File: config.mk
export PLATFORM = sky130hd
export DESIGN_NAME = fetch_sequencer
export DESIGN_NICKNAME = d
export VERILOG_FILES = /design/src/rtl/fetch_sequencer.sv
export SDC_FILE = /design/constraint.sdc
export NUM_CORES = 1
export LEC_CHECK = 0
export ABC_AREA = 1
export CAP_MARGIN = 15
export CORE_MARGIN = 5
export CORE_UTILIZATION = 49
export DETAILED_ROUTE_END_ITERATION = 10
export GPL_ROUTABILITY_DRIVEN = 0
export PLACE_DENSITY = 0.82
export SLEW_MARGIN = 20
export SYNTH_ARGS = -nofsm -noshare
export SYNTH_HDL_FRONTEND = slang
export SYNTH_SLANG_ARGS = --single-unit
File: constraint.sdc
create_clock -name clock -period 3.4 [get_ports clock]
set_input_delay 0.85 -clock clock [delete_from_list [all_inputs] [get_ports clock]]
set_output_delay 0.85 -clock clock [all_outputs]
set_load 0.03 [all_outputs]
File: src/rtl/fetch_sequencer.sv
// Fetch stage: owns PC and IR, muxes the memory address, splits instruction fields and gates
// execution for halt/single-step. Define FETCH_BREAKPOINT_EN to add a PC breakpoint compare.
module fetch_sequencer #(
    parameter int unsigned       ADDR_W   = 16,
    parameter logic [ADDR_W-1:0] RESET_PC = '0
) (
    input  logic              clock,
    input  logic              reset_n,
    input  logic [15:0]       mem_rdata,
    input  logic [ADDR_W-1:0] dat_addr,
    input  logic              insdat,
    input  logic              pc_en,
    input  logic              jump,
    input  logic              branch,
    input  logic              step_mode,
    input  logic              step_req,
    input  logic              resume,
`ifdef FETCH_BREAKPOINT_EN
    input  logic [ADDR_W-1:0] bp_addr,
    input  logic              bp_valid,
`endif
    output logic [ADDR_W-1:0] mem_addr,
    output logic [4:0]        opcode,
    output logic [2:0]        func,
    output logic [2:0]        rd,
    output logic [2:0]        rs,
    output logic [2:0]        rt,
    output logic [7:0]        imm8,
    output logic              exe_en,
    output logic              halted,
    output logic [ADDR_W-1:0] pc
);
    typedef enum logic [1:0] {StRun, StStepIdle, StStepExec, StHalted} state_e;

    localparam logic [ADDR_W-1:0] PcOne = ADDR_W'(1);

    state_e            state_q, state_d;
    logic [ADDR_W-1:0] pc_q, pc_d, jump_pc, branch_pc;
    logic [15:0]       ir_q, word;
    logic [2:0]        sync_q;
    logic              boot_q, step_pulse, adv, halt_det, bp_hit, bp_resume;

    // In the data phase the fields come from IR so control sees a stable instruction.
    assign word     = insdat ? ir_q : mem_rdata;
    assign mem_addr = insdat ? dat_addr : pc_q;
    assign opcode   = word[15:11];
    assign func     = {1'b0, word[1:0]};
    assign rd       = word[10:8];
    assign rs       = word[7:5];
    assign rt       = word[4:2];
    assign imm8     = word[7:0];
    assign pc       = pc_q;
    assign halted   = (state_q == StHalted);

    assign step_pulse = sync_q[1] & ~sync_q[2];
    assign adv        = pc_en & exe_en;
    assign halt_det   = exe_en & ~insdat & (word[15:11] == 5'b11111);

`ifdef FETCH_BREAKPOINT_EN
    logic bp_halt_q, bp_skip_q;

    assign bp_hit    = (state_q == StRun) & bp_valid & ~insdat & (pc_q == bp_addr) & ~bp_skip_q;
    assign bp_resume = bp_halt_q;

    // bp_skip_q lets the instruction at the breakpoint run once after resume.
    always_ff @(posedge clock or negedge reset_n) begin
        if (!reset_n) begin
            bp_halt_q <= 1'b0;
            bp_skip_q <= 1'b0;
        end else begin
            if (bp_hit) begin
                bp_halt_q <= 1'b1;
            end else if (state_q == StHalted && resume) begin
                bp_halt_q <= 1'b0;
            end
            if (state_q == StHalted && resume && bp_halt_q) begin
                bp_skip_q <= 1'b1;
            end else if (adv) begin
                bp_skip_q <= 1'b0;
            end
        end
    end
`else
    assign bp_hit    = 1'b0;
    assign bp_resume = 1'b0;
`endif

    // boot_q holds off execution for one cycle when step_mode is high out of reset.
    always_comb begin
        unique case (state_q)
            StRun:      exe_en = ~bp_hit & ~(boot_q & step_mode);
            StStepExec: exe_en = 1'b1;
            default:    exe_en = 1'b0;
        endcase
    end

    always_comb begin
        state_d = state_q;
        unique case (state_q)
            StRun: begin
                if (bp_hit || halt_det) begin
                    state_d = StHalted;
                end else if (step_mode && (adv || boot_q)) begin
                    state_d = StStepIdle;
                end
            end
            StStepIdle: begin
                if (step_pulse) begin
                    state_d = StStepExec;
                end else if (!step_mode) begin
                    state_d = StRun;
                end
            end
            StStepExec: begin
                if (halt_det) begin
                    state_d = StHalted;
                end else if (adv) begin
                    state_d = step_mode ? StStepIdle : StRun;
                end
            end
            StHalted: begin
                if (resume) begin
                    state_d = (step_mode && !bp_resume) ? StStepIdle : StRun;
                end
            end
            default: state_d = StRun;
        endcase
    end

    always_comb begin
        jump_pc       = pc_q;
        jump_pc[12:0] = word[12:0];
        branch_pc     = pc_q + PcOne + {{(ADDR_W-8){word[7]}}, word[7:0]};
        pc_d          = pc_q;
        if (state_q == StHalted) begin
            if (resume && !bp_resume) begin
                pc_d = pc_q + PcOne;
            end
        end else if (adv && !halt_det) begin
            if (jump) begin
                pc_d = jump_pc;
            end else if (branch) begin
                pc_d = branch_pc;
            end else begin
                pc_d = pc_q + PcOne;
            end
        end
    end

    always_ff @(posedge clock or negedge reset_n) begin
        if (!reset_n) begin
            state_q <= StRun;
            pc_q    <= RESET_PC;
            ir_q    <= '0;
            sync_q  <= '0;
            boot_q  <= 1'b1;
        end else begin
            state_q <= state_d;
            pc_q    <= pc_d;
            sync_q  <= {sync_q[1:0], step_req};
            boot_q  <= 1'b0;
            if (!insdat && (state_q == StRun || state_q == StStepExec)) begin
                ir_q <= mem_rdata;
            end
        end
    end
endmodule

==> results_dict.tcl <==
set metrics [dict create \
    cts_sinks 38 \
    dieArea_mm2 0.00903 \
    synthCells 558 \
    grt_usage_pct 25.9 \
    cp_data_arrival_time_ps 2320 \
    min_period_ps 3170 \
    synth_xor_area_share_pct 3.18 \
    grt_max_degree 39 \
    reg2reg_slack_ps 450 \
    tns_ps 0 \
    viasPerCell 5.34 \
    cts_tree "built" \
    drt_first_pass_iters 5 \
    synth_ff_type "dfrtp_1" \
    slew_headroom_pct 38.1 \
    final_common_cell "nand2_1" \
    r2r_end "pc[15]" \
    hpwl_um 8840 \
    chipWidth_um 95.0 \
    hp-start "sync_q[0]" \
    grt_use_met2_pct 42.7 \
    switching_share_pct 54.8 \
    p_switching_w 0.00236 \
    ys_seq_elements 38 \
    synth_compound_area_share_pct 18.7 \
    coreArea_mm2 0.00714 \
    crit_path_start_kind "input port" \
    final_antenna_net_count 0 \
    grt_pass1_wl_um 18500 \
    start_util_pct 49.6 \
    wl_per_cell_um 14.6 \
    final_util_pct 65.9 \
    port_buffers 98 \
    outcome "finished clean" \
    use_met1_pct 32.8 \
    detail_route.iter0.violations 299 \
    crit_end "opcode[1]" \
    use_met3_pct 6.71 \
    drcViolationCount 0 \
    crit_fanout 16 \
    p_per_area_mw_per_mm2 915 \
    clock_skew_ps 4.02 \
    cts.htree.levels 2 \
    synth_fa_ha_area_share_pct 7.27 \
    wl_um 11200 \
    die_h_um 95.0 \
    grt-ovfl-total 0 \
    holdWs_ps 358 \
    synth_mux_area_share_pct 0.318 \
    synth_simple_gate_area_share_pct 30.3 \
    setup_slack_ps 229 \
    ctsHoldBuffers 0 \
    syn_to_final_growth_pct 32.8 \
    period_share_pct 93.3 \
    antenna_found_initial 0 \
    clkTransAtPathRegs_ps 80 \
    synth_top_family_by_area "simple AND/OR/NAND/NOR gates" \
    top_usage_layer "met2" \
    fin_area_mm2 0.00471 \
    synth_edf_count 0 \
    ys_warn_count 0 \
    pwr-share-clk_pct 7.6 \
    tightestPinTransition_ps 929 \
    clockBufferDepth 2 \
    nets 726 \
    clock.fmax_ghz 0.315 \
    pre_cts_ws_ps -232 \
    clkLatencyLatePin_ps 300 \
    crit_start "insdat" \
    crit_type "in -> out" \
    min-delay-path-class "reg -> reg" \
    ys_types 42 \
    drv_cap 0 \
    hold_viol 0 \
    slew_viol_final 0 \
    seq_area_frac_synth_pct 26.9 \
    p_int_w 0.00195 \
    num_vias 4084 \
    critPathCaptureType "output port" \
    grt_pass1_vias 4041 \
    rr_startpoint "pc[1]" \
    ys_async_sr_fraction_pct 100 \
    cts_setup_buffers 0 \
    final_cell_mix "nand2_1 (168), inv_1 (79), buf_4 (64)" \
    required_ps 2550 \
    finalSetupViolCount 0 \
    cts_buffers 5 \
    root_buffer "clkbuf_8" \
    placed_area_mm2 0.00461 \
    seqPwrFrac_pct 19.7 \
    layout-drive-gt1-share_pct 15.9 \
    n_antenna_cell 0 \
    rows 31 \
    p_leak_nw 2.43 \
    r2r_cells 21 \
    syn-cell-area_mm2 0.00354 \
    syn_area_per_cell_um2 6.35 \
    num_io_pins 100 \
    irDropWorstVdd_mv 0.405 \
    combPwrFrac_pct 72.7 \
]
[layer usage]
layer,vias to the layer above,wire length [um]
met4,0,253
met3,28,1050
met2,203,5330
met1,1863,4540
met5,-,0
li1,1990,-
[per-stage QoR]
stage / instances / total power [W]
global route: 765 / 0.00470
finish: 765 / 0.00430
global placement: 757 / 0.00383
floorplan: 559 / 0.00287
detailed placement: 757 / 0.00391
CTS: 765 / 0.00425
[area by class of cell]
cell class	count	area, um^2
Clock buffer	6	72.6
Clock inverter	2	15.0
Fill cell	638	2430
Inverter	87	329
Multi-Input combinational cell	410	2140
Sequential cell	38	952
Tap cell	99	124
Timing Repair Buffer	123	1080
[registers in the layout, summed over array words and instances, names as in the netlist]
signal   flops
sync_q       3
boot_q       1
pc          16
ir_q        16
state_q      2
[logic make-up (layout without fill, tap and decap cells)]
group | count (synthesis) | in the layout
compound gates | 123 | 123
xor+xnor | 12 | 12
flops | 38 | 38
mux | 1 | 1
fa+ha+maj | 20 | 20
other cells | 1 | 2
buf+inv | 111 | 218
simple gates | 252 | 252
[worst max-delay path, stage by stage]
cell and delay (ps):
clkdlybuf4s50_1 450, buf_4 160, inv_4 90, buf_4 190, o21ai_0 330, buf_4 240
[what timing repair did]
| action | CTS | global route |
|---|---|---|
| endpoints found under the hold margin | 0 | 0 |
| setup endpoints to repair | 0 | 10 |
| resized for setup | 0 | 7 |
[how the worst min path moves through the flow]
stage / endpoint / slack [ps] / cells past startpoint
global placement: sync_q[1] / 340 / 0
finish: sync_q[1] / 360 / 0
CTS: sync_q[1] / 360 / 0
floorplan: sync_q[1] / 330 / 0
detailed placement: sync_q[1] / 340 / 0
global route: sync_q[1] / 370 / 0
[power by group through the flow]
stage | sequential (W) | combinational, W | clock, W
final | 0.000849 | 0.00313 | 0.000328
after global placement | 0.000840 | 0.00299 | 0
after global routing | 0.000872 | 0.00348 | 0.000349
after floorplan | 0.000980 | 0.00189 | 0
after CTS | 0.000841 | 0.00308 | 0.000328
after detailed placement | 0.000846 | 0.00306 | 0
[synth_stat cells, types with 2 or more instances]
cell type	count	share of area [%]
o21ai_2	3	0.74
nand2_2	4	0.71
o211ai_1	2	0.42
nand4_1	9	1.6
nor2_1	35	3.7
xor2_1	10	2.5
nand2_1	168	18
o21ai_1	6	0.85
inv_2	7	0.74
dfrtp_1	37	26
a31oi_1	2	0.35
buf_6	2	0.64
o21bai_1	3	0.64
a21oi_2	2	0.49
o22ai_1	3	0.53
o21ai_0	62	8.8
a21oi_1	37	5.2
nor3_1	6	0.85
nor3_2	2	0.56
ha_1	19	6.7
nor2_2	2	0.35
buf_4	10	2.1
nand3_2	2	0.56
clkbuf_1	11	1.2
inv_1	79	8.4
nand3_1	19	2.7
No activity file was read; power rests on OpenSTA's default activity.
